**config.mk**
```make
export PLATFORM = sky130hd
export DESIGN_NAME = param_step_cpu
export DESIGN_NICKNAME = d
export VERILOG_FILES = /design/src/rtl/param_step_cpu.sv
export SDC_FILE = /design/constraint.sdc
export NUM_CORES = 1
export LEC_CHECK = 0
export ABC_AREA = 1
export BUFFER_PORTS_ARGS = -buffer_cell sky130_fd_sc_hd__buf_4
export CAP_MARGIN = 20
export CORE_UTILIZATION = 44
export CTS_CLUSTER_DIAMETER = 80
export CTS_CLUSTER_SIZE = 16
export DETAILED_ROUTE_END_ITERATION = 12
export HOLD_SLACK_MARGIN = 0.02
export SLEW_MARGIN = 20
export SYNTH_ARGS = -nofsm -noshare
export SYNTH_HDL_FRONTEND = slang
export SYNTH_SLANG_ARGS = --single-unit
```
**constraint.sdc**
```tcl
create_clock -name CLK -period 7 [get_ports CLK]
set_clock_uncertainty 0.15 [all_clocks]
set_input_delay 0.35 -clock CLK [delete_from_list [all_inputs] [get_ports CLK]]
set_output_delay 0.35 -clock CLK [all_outputs]
set_load 0.01 [all_outputs]
```
**src/rtl/param_step_cpu.sv**
```systemverilog
// Parametrised stepped load/store CPU core: one instruction per accepted step pulse,
// with carry flag, halt state, retired-instruction counter and one-hot debug view.
module param_step_cpu #(
    parameter int DATA_W  = 8,
    parameter int RA_W    = 2,
    parameter int DMEM_AW = 5,
    parameter int PC_W    = 8,
    parameter int CNT_W   = 16,
    localparam int INSTR_W = 2 + 3 * RA_W
) (
    input  logic                  CLK,
    input  logic                  reset,
    input  logic                  step,
    input  logic [INSTR_W-1:0]    instr,
    input  logic                  instr_valid,
    output logic [PC_W-1:0]       pc,
    output logic                  instr_ready,
    output logic                  reg_write_stb,
    output logic [DATA_W-1:0]     reg_write_val,
    output logic                  carry,
    output logic                  halted,
    output logic                  busy,
    output logic [CNT_W-1:0]      retired,
    input  logic [(2**RA_W):0]    dbg_sel,
    output logic [DATA_W-1:0]     dbg_data
);

    localparam int unsigned NREG  = 2 ** RA_W;
    localparam int unsigned DEPTH = 2 ** DMEM_AW;
    localparam logic [NREG:0] SEL_ONE = 1;

    typedef enum logic [1:0] {
        S_IDLE,
        S_EXEC,
        S_HALT
    } state_t;

    state_t               state;
    logic [INSTR_W-1:0]   ir;
    logic [DATA_W-1:0]    regs [NREG];
    logic [DATA_W-1:0]    mem  [DEPTH];

    logic [1:0]           op;
    logic [RA_W-1:0]      fa, fb, fc;
    logic [DATA_W-1:0]    ra, rb;
    logic [DATA_W:0]      sum;
    logic [DMEM_AW-1:0]   addr;
    logic [1:0]           jsel;
    logic [PC_W-1:0]      pc_inc;

    assign op     = ir[INSTR_W-1 -: 2];
    assign fa     = ir[3*RA_W-1 -: RA_W];
    assign fb     = ir[2*RA_W-1 -: RA_W];
    assign fc     = ir[RA_W-1:0];
    assign ra     = regs[fa];
    assign rb     = regs[fb];
    assign sum    = {1'b0, ra} + {1'b0, rb};
    assign addr   = DMEM_AW'(ra) + DMEM_AW'(fc);
    assign jsel   = 2'(fc);
    assign pc_inc = pc + PC_W'(1);

    assign instr_ready = (state == S_IDLE);
    assign busy        = (state == S_EXEC);
    assign halted      = (state == S_HALT);

    always_ff @(posedge CLK or negedge reset) begin
        if (!reset) begin
            state         <= S_IDLE;
            ir            <= '0;
            pc            <= '0;
            carry         <= 1'b0;
            retired       <= '0;
            reg_write_stb <= 1'b0;
            reg_write_val <= '0;
            for (int unsigned i = 0; i < NREG; i++)
                regs[i] <= '0;
            for (int unsigned i = 0; i < DEPTH; i++)
                mem[i] <= DATA_W'(i[3:0]);
        end else begin
            reg_write_stb <= 1'b0;
            case (state)
                S_IDLE: begin
                    if (step && instr_valid) begin
                        ir    <= instr;
                        state <= S_EXEC;
                    end
                end
                S_EXEC: begin
                    retired <= retired + 1'b1;
                    state   <= S_IDLE;
                    pc      <= pc_inc;
                    case (op)
                        2'b00: begin
                            regs[fc]      <= sum[DATA_W-1:0];
                            carry         <= sum[DATA_W];
                            reg_write_stb <= 1'b1;
                            reg_write_val <= sum[DATA_W-1:0];
                        end
                        2'b01: begin
                            regs[fb]      <= mem[addr];
                            reg_write_stb <= 1'b1;
                            reg_write_val <= mem[addr];
                        end
                        2'b10: begin
                            mem[addr] <= rb;
                        end
                        default: begin
                            case (jsel)
                                2'b00:   pc <= pc_inc;
                                2'b01:   pc <= pc + PC_W'(2);
                                2'b10:   pc <= pc - PC_W'(1);
                                default: begin
                                    pc    <= pc;
                                    state <= S_HALT;
                                end
                            endcase
                        end
                    endcase
                end
                default: state <= S_HALT;
            endcase
        end
    end

    // Invalid (zero or multi-hot) selects read back as all ones
    always_comb begin
        dbg_data = '1;
        if ((dbg_sel != '0) && ((dbg_sel & (dbg_sel - SEL_ONE)) == '0)) begin
            if (dbg_sel[NREG]) begin
                dbg_data = DATA_W'(pc);
            end else begin
                for (int unsigned i = 0; i < NREG; i++)
                    if (dbg_sel[i])
                        dbg_data = regs[i];
            end
        end
    end

endmodule

```
After elaboration in Yosys (flattened, before gate mapping). Index checks and enable logic that the tools add are counted.

Flip-flop bits (word level): 332. Bits in latches: 0. Bits in writable memories: 0. Bits in read-only memories: 0. Input bits: 17. Output and inout bits: 45. Memories: 0.

$add $sub $neg: 7. Multipliers: 0. Div/mod/pow operators: 0. Magnitude comparators: 7. Eq/ne operators: 7. Shift operators: 0. Mux-type cells: 34. Bitwise gates (word level): 5. Reductions and logical operators: 20.

Operator list (number): $bwmux 256 (1); $mux 8 (16); $bwmux 32 (2); $pmux 32 s2 (1); $bmux 8 s5 (1); $demux 8 s5 (1); $bmux 8 s2 (2); $demux 8 s2 (2); $pmux 8 s3 (1); $add 16x1->16 const B (1); $pmux 8 s2 (1); $reduce_and 2->1 (5); $add 8x8->9 (1); $ge 3x3->1 const B (3); $not 2->3 (3); $add 8x1->8 const B (1); $add 8x2->8 const B (1); $sub 8x1->8 const B (1); $eq 2x1->1 const B (3); $eq 2x2->1 const B (3); $ge 6x6->1 const B (1); $logic_not 2->1 (3); $lt 3x1->1 const B (2); $lt 6x1->1 const B (1); other kinds (15) (23).

Logic depth before layout (Yosys ltp). Gate-level depths: netlist (run 1).

Depth after elaboration: 11. Gate-level depth with buffers: 22.

Worst setup path after synthesis (run 1). No wires, ideal clock.

Path type: register -> register. Start: register ir[4]. End: register reg_write_val[3]. Data arrival time: 3217 ps. Data required time: 6733 ps. Slack: 3516 ps. Stages on the path, launching flop included: 21. Buffers on the path: 4. Path through: dfrtp_1 inv_2 buf_4 clkbuf_1 a21oi_1 a21oi_1 fa_1 nand2_1 inv_1 buf_2 buf_2 nand2_1 nand4_1 nand3_1 nand3_1 nand3_1 nand2_1 nand2_1 nand2_1 nand2_1 nand2_1.

Longest elaborated chain between the ends: 10.

RTL lines: start: declaration (RTL line 39) `logic [INSTR_W-1:0] ir;`; start signal: assignment (RTL line 84) `ir <= instr;`; $not 2->3 (not written as such) * (RTL line 55) `assign ra = regs[fa];`; $bmux 8 s2 * (RTL line 55); $mux 8 (not written as such) * (2 in series) (RTL line 55); $add 5x2->5 (RTL line 58) `assign addr = DMEM_AW'(ra) + DMEM_AW'(fc);`; $not 5->6 (not written as such) (RTL line 102) `reg_write_val <= mem[addr];`; $bmux 8 s5 (RTL line 102); $mux 8 (not written as such) (2 in series) (RTL line 102); $pmux 8 s2 * (RTL line 92) `case (op)`; end signal: assignment (RTL line 97) `reg_write_val <= sum[DATA_W-1:0];`; end signal: assignment (RTL line 102); end: declaration (RTL line 19) `output logic [DATA_W-1:0] reg_write_val,`.

Mark *: on every way between the ends. The rest lies on a longest branch, timed or not. The select of a mux whose other input is x is not followed. A chain may end at the register's enable or synchronous reset.

Final worst setup path (run 1).
Start: register ir[4]. End: register regs[13] in the netlist's numbering.

Longest elaborated chain between the ends: 11.

RTL lines: $not 2->3 (not written as such) * (RTL line 55); $bmux 8 s2 * (RTL line 55); $mux 8 (not written as such) * (2 in series) (RTL line 55); $add 5x2->5 (RTL line 58); $not 5->6 (not written as such) (RTL line 100) `regs[fb] <= mem[addr];`; $bmux 8 s5 (RTL line 100); $mux 8 (not written as such) (2 in series) (RTL line 100); $bwmux 32 (RTL line 100); $pmux 32 s2 * (RTL line 92); end signal: indexed assignment (RTL line 94) `regs[fc] <= sum[DATA_W-1:0];`; end signal: indexed assignment (RTL line 100); end: declaration (RTL line 40) `logic [DATA_W-1:0] regs [NREG];`.

Marks and branches as above.

==> flow_metrics.py, run 1 <==
metrics = {
    "grt": {
        "use_met3_pct": 4.84,
        "busiest_layer": "met1",
        "grt-ovfl-total": 0,
        "grtUsageMet2_pct": 39.5,
        "grt_max_degree": 175,
        "grt_pass1_wl_um": 81300,
        "grt_usage_pct": 26.6,
        "met1_usage_pct": 39.7,
        "first_global_vias": 13700,
        "antenna_found_initial": 0,
    },
    "logic_synthesis": {
        "synth_seq_cells": 332,
        "yosysMostFrequentCell": "nand2_1",
        "yosys-top-cells-area": "dfrtp_1, nand2_1, dfstp_2",
        "synth_area_per_cell_um2": 8.04,
        "yosysWarningCount": 0,
        "syn_inst": 2129,
        "synth_edf_count": 0,
        "async_flop_share_pct": 100,
        "syn_area_um2": 17100,
        "ys_seq_area_share_pct": 49.0,
        "yosysTopAreaCell": "dfrtp_1",
        "synthFlopType": "dfrtp_1",
        "synth_nets": 2168,
        "synth_common_cells": "nand2_1, dfrtp_1, o21ai_1",
        "synth_cell_types": 48,
        "synth.top_cell.area_share_pct": 39.2,
    },
    "critical_path": {
        "path_max_fanout": 42,
        "cp.required_ns": 7.33,
        "worstRegToRegCells": 17,
        "cp-start-kind": "register",
        "critPathKind": "reg -> reg",
        "cp.arrival_ns": 5.39,
        "r2r-start": "ir[4]$_DFFE_PN0P_",
        "end_kind": "register",
        "r2r-end": "regs[13]$_DFFE_PN0P_",
        "ff2ff_setup_slack_ns": 1.94,
    },
    "die": {
        "num_rows": 71,
        "start_util_pct": 45.0,
        "die_area_um2": 39700,
        "ioPinCount": 62,
        "core_area_um2": 38000,
        "die_x_um": 199,
        "fp.dieH_um": 199,
    },
    "drt": {
        "dr_total_vias": 14700,
        "first_iter_violations": 1452,
        "drc": 0,
        "detail-route-antenna-nets": 0,
        "drtPass1Iterations": 5,
        "via_per_inst": 5.51,
        "wl_per_cell_um": 19.3,
        "drt-total-wl_um": 51200,
    },
    "clock_tree": {
        "cts_tree": "built",
        "insertion_delay_ns": 0.58,
        "cts_sinks": 332,
        "cts_setup_buffers": 0,
        "clock_path_buffers": 3,
        "clk_pin_slew_ns": 0.08,
        "cts-buffers-inserted": 25,
        "cts_root_buf": "clkbuf_16",
        "h-tree-depth": 1,
    },
    "placed_design": {
        "portBuffers": 61,
        "dpl_worst_slack_ns": 2.05,
        "place_inst": 2606,
        "place.gp.congestion": 0.962,
        "dp_hpwl_um": 33300,
        "place_area_um2": 17900,
    },
    "pwr": {
        "intPower_mw": 4.86,
        "ir_drop_mv": 0.630,
        "p_switching_mw": 5.53,
        "cellLeakagePower_nw": 8.56,
        "clkPwrFrac_pct": 14.3,
        "p_per_area_nw_per_um2": 553,
        "switching_share_pct": 53.2,
        "combPwrFrac_pct": 57.5,
        "pwr-share-seq_pct": 28.1,
    },
    "layout": {
        "final_cells": 2660,
        "stdcell_area_um2": 18800,
        "diodes": 0,
        "fin_nets": 2172,
        "drive_gt1_share_pct": 12.0,
        "syn2layout_area_growth_pct": 9.72,
    },
    "sta": {
        "slew_headroom_pct": 29.3,
        "finalSetupTns_ns": 0,
        "layout_setup_ws_ns": 1.94,
        "rsz0062_at_grt": "no",
        "finalHoldViolCount": 0,
        "worst_pin_slew_ns": 1.06,
        "finalCritPeriodShare_pct": 72.3,
        "holdWs_ns": 0.162,
        "setup_viol_count_final": 0,
        "slew_violations": 0,
        "fmax_mhz": 198,
        "finalCriticalPeriod_ns": 5.06,
    },
    "flow_run": {
        "cap_violations": 0,
    },
    "worst_hold_path": {
        "worstHoldEndpoint": "state[0]$_DFFE_PN0P_",
        "hold_path_class": "in -> reg",
        "holdPathStages": 3,
        "hold_start": "step",
    },
    "outcome": {
        "status": "completed",
    },
}
==> worst max-delay path, cell delays in order, from the launching register on <==
cell and delay (ns):
dfrtp_1 0.56, inv_2 0.34, o21ai_0 0.12, a21oi_1 0.14
a21oi_1 0.08, ha_1 0.22, fa_1 0.71, nand2_1 0.38
inv_2 0.80, buf_4 0.37, nand2_1 0.07, nand4_1 0.10
nand2_1 0.06, nand3_1 0.11, nand3_1 0.11, nand2_1 0.36
nand3_1 0.13, a21oi_1 0.16
==> metal layers <==
layer  vias up  wire [um]
met5         -          0
met4         0       1390
met1      7028      24100
met3        74       3740
li1       7061          -
met2       492      22000
==> power groups by stage <==
stage               Combinational, mW  Sequential (mW)  Clock, mW
finish                           5.98             2.93       1.49
global route                     6.52             2.98       1.59
CTS                              5.86             2.91       1.52
detailed placement               5.84             2.94          0
global placement                 5.74             2.94          0
floorplan                        3.82             2.81          0
==> flip-flops by register name (all words and copies together) (netlist names) <==
| name | count |
|---|---|
| carry | 1 |
| retired | 16 |
| ir | 8 |
| pc | 8 |
| reg_write_stb | 1 |
| regs | 32 |
| reg_write_val | 8 |
| mem | 256 |
| state | 2 |
==> logic make-up after synthesis <==
logic type      share of synthesized area [%]
xor+xnor                                 1.29
fa+ha+maj                                1.70
flops                                    49.0
buf+inv                                  5.70
mux                                    0.0585
compound gates                           14.5
simple gates                             27.8
==> cell type report <==
| type | count | area [um2] |
|---|---|---|
| fillers | 3708 | 19200 |
| flip-flops and latches | 332 | 8390 |
| multi-input cells | 1579 | 7810 |
| repair buffers | 95 | 798 |
| clock buffers | 38 | 674 |
| well taps | 511 | 639 |
| inverters | 100 | 375 |
| clock inverters | 5 | 108 |
==> worst max-delay path by stage <==
stage                           start                            to  slack, ns  cells after the start
floorplan           ir[4]$_DFFE_PN0P_  reg_write_val[3]$_DFFE_PN0P_       3.52                     20
global placement    ir[4]$_DFFE_PN0P_  reg_write_val[5]$_DFFE_PN0P_       1.98                     17
detailed placement  ir[4]$_DFFE_PN0P_           regs[9]$_DFFE_PN0P_       2.05                     19
CTS                 ir[4]$_DFFE_PN0P_          regs[14]$_DFFE_PN0P_       2.03                     17
global route        ir[4]$_DFFE_PN0P_          regs[14]$_DFFE_PN0P_       1.65                     17
finish              ir[4]$_DFFE_PN0P_          regs[13]$_DFFE_PN0P_       1.94                     17
==> layout by cell type (no fill, tap or decap), types with 7 or more instances in the layout <==
| cell | synthesis | final |
|---|---|---|
| nand4_1 | 51 | 51 |
| nand2_1 | 722 | 722 |
| buf_4 | 3 | 81 |
| nor2_1 | 91 | 86 |
| o22ai_1 | 10 | 10 |
| clkbuf_16 | 0 | 25 |
| a21oi_1 | 75 | 75 |
| o21ai_0 | 146 | 146 |
| clkbuf_1 | 70 | 13 |
| xor2_1 | 13 | 13 |
| nor3_1 | 7 | 7 |
| inv_2 | 7 | 9 |
| nor2_8 | 9 | 9 |
| o21ai_1 | 168 | 168 |
| ha_1 | 20 | 20 |
| dfstp_2 | 64 | 64 |
| nor2_4 | 4 | 7 |
| dlygate4sd3_1 | 0 | 10 |
| nand3_1 | 131 | 131 |
| o211ai_1 | 16 | 16 |
| nand2_4 | 16 | 16 |
| inv_1 | 92 | 90 |
| nand2_2 | 25 | 25 |
| dfrtp_1 | 268 | 268 |
| a31oi_1 | 13 | 13 |
| a22oi_1 | 22 | 22 |
==> metrics by stage <==
step / total power, mW / util [%]
6_report: 10.4 / 49.4
5_1_grt: 11.1 / 49.4
4_1_cts: 10.3 / 49.3
3_5_place_dp: 8.78 / 47.0
3_3_place_gp: 8.68 / 47.0
2_1_floorplan: 6.64 / -
==> repair_timing <==
item,in CTS,in global routing
endpoints found under the hold margin,78,0
hold buffers,10,0
gates resized for setup,0,0
No activity file was read; power rests on OpenSTA's default activity.
==> run 2: changes to the inputs <==
Clock period 7 ns to 4.7 ns, I/O delays scaled along.
==> flow_metrics.py, run 2 (same netlist as run 1, synthesis figures left out) <==
metrics = {
    "placed_design": {
        "dp_hpwl_um": 33700,
        "place_area_um2": 18000,
        "place.gp.congestion": 0.919,
        "portBuffers": 61,
    },
    "layout": {
        "syn2layout_area_growth_pct": 10.6,
        "mostFrequentLayoutCells": "nand2_1, dfrtp_1, o21ai_1",
        "num-fill-cells": 3733,
        "biggestRegsByFlops": "mem (256), regs (32), retired (16)",
        "regArea_um2": 8390,
        "fin_nets": 2186,
        "stdcell_area_um2": 18900,
        "drive_gt1_share_pct": 12.5,
        "diodes": 0,
        "largest_reg_flops": 256,
        "regMostFlops": "mem",
        "multi_input_area_um2": 7800,
        "layout_commonest_cell": "nand2_1",
    },
    "clock_tree": {
        "cts-buffers-inserted": 26,
        "h-tree-depth": 1,
        "clock_path_buffers": 3,
        "cts_tree": "built",
        "cts_root_buf": "clkbuf_16",
        "cts_setup_buffers": 0,
        "insertion_delay_ns": 0.58,
        "clk_pin_slew_ns": 0.07,
        "cts_sinks": 332,
    },
    "grt": {
        "antenna_found_initial": 1,
        "grt_pass1_wl_um": 80600,
        "grt-ovfl-total": 0,
        "grt_max_degree": 117,
        "grt_usage_pct": 26.2,
        "first_global_vias": 13900,
    },
    "pwr": {
        "ir_drop_mv": 0.844,
        "p_per_area_nw_per_um2": 823,
        "cellLeakagePower_nw": 8.65,
    },
    "worst_hold_path": {
        "hold_path_class": "in -> async",
    },
    "sta": {
        "worst_pin_slew_ns": 0.991,
        "finalCritPeriodShare_pct": 86.8,
        "slew_headroom_pct": 34.0,
        "finalSetupTns_ns": 0,
        "finalHoldViolCount": 0,
        "fmax_mhz": 245,
        "finalCriticalPeriod_ns": 4.08,
        "slew_violations": 0,
        "setup_viol_count_final": 0,
        "rsz0062_at_grt": "no",
    },
    "flow_run": {
        "cap_violations": 0,
    },
    "die": {
        "start_util_pct": 45.0,
        "num_rows": 71,
        "die_x_um": 199,
        "ioPinCount": 62,
        "die_area_um2": 39700,
        "core_area_um2": 38000,
        "fp.dieH_um": 199,
    },
    "critical_path": {
        "end_kind": "register",
        "cpPeakStageDelay_ns": 0.69,
        "path_buf_inv": 3,
        "cp.required_ns": 5.02,
        "worstRegToRegCells": 17,
        "path_cells": "inv_2 > o21ai_0 > a21oi_1 > a21oi_1 > ha_1 > fa_1 > inv_1 > nor2_4 > buf_12 > nand2_1 > nand4_1 > nand3_1 > nand3_1 > nand3_1 > nand2_1 > nand2_1 > a22oi_1",
        "cp.arrival_ns": 4.40,
        "crit_cells": 17,
        "critPathKind": "reg -> reg",
        "crit_start": "ir[5]$_DFFE_PN0P_",
        "path_max_fanout": 36,
        "r2r-end": "regs[21]$_DFFE_PN0P_",
        "cp-start-kind": "register",
        "crit_slowest_cell": "fa_1",
        "endpoint": "regs[21]$_DFFE_PN0P_",
        "ff2ff_setup_slack_ns": 0.62,
        "r2r-start": "ir[5]$_DFFE_PN0P_",
        "critPathTopFamily": "simple AND/OR/NAND/NOR gates",
    },
    "outcome": {
        "status": "completed",
    },
    "drt": {
        "dr_total_vias": 14700,
        "drt-total-wl_um": 50800,
        "first_iter_violations": 1399,
        "drc": 0,
        "wl_per_cell_um": 19.0,
        "via_per_inst": 5.51,
        "detail-route-antenna-nets": 0,
        "drtPass1Iterations": 5,
    },
}
==> run 2: how the worst min path moves through the flow <==
stage | from | to | slack, ns | depth (start not counted)
6_report | reset | mem[28]$_DFFE_PN0P_ | 0.16 | 2
4_1_cts | reset | mem[25]$_DFFE_PN0P_ | 0.23 | 2
2_1_floorplan | reset | carry$_DFFE_PN0P_ | -0.21 | 0
5_1_grt | reset | mem[25]$_DFFE_PN0P_ | 0.27 | 2
3_5_place_dp | reset | mem[25]$_DFFE_PN0P_ | 0.25 | 1
3_3_place_gp | reset | mem[25]$_DFFE_PN0P_ | 0.25 | 1
==> run 2: final cells by class <==
class	instances	share of cell area, %
clock buffer	42	3.86
clock inverter	6	0.495
inverter	100	1.98
multi-input combinational	1579	41.2
sequential	332	44.3
tap	511	3.38
timing repair buffer	108	4.81
==> run 2: stage by stage <==
step / power [mW] / std cells / util, % / hold slack (ns) / setup slack, ns
after CTS: 15.5 / 2678 / 49.8 / 0.234 / 0.677
after detailed placement: 13.2 / 2618 / 47.3 / 0.249 / 0.728
final: 15.6 / 2678 / 49.8 / 0.162 / 0.622
after global placement: 13.2 / 2618 / 47.3 / 0.248 / 0.768
after floorplan: 9.89 / 2129 / - / -0.211 / 1.22
after global routing: 16.6 / 2678 / 49.8 / 0.267 / 0.348
==> run 2: power by group <==
group | internal, mW | switching [mW]
Clock | 1.19 | 1.08
Combinational | 2.46 | 6.53
Sequential | 3.70 | 0.631
Total | 7.35 | 8.24
==> run 2: what timing repair did <==
action | in CTS | in global routing
endpoints found under the hold margin | 110 | 0
gates resized for setup | 0 | 0
hold buffers | 12 | 0
==> run 2: metal layers <==
layer	GRT usage, %	vias up	wire, um
met2	39.9	461	22100
li1	-	7103	-
met1	39.1	7123	24200
met3	4.57	58	3630
met5	0	-	0
met4	4.70	0	844
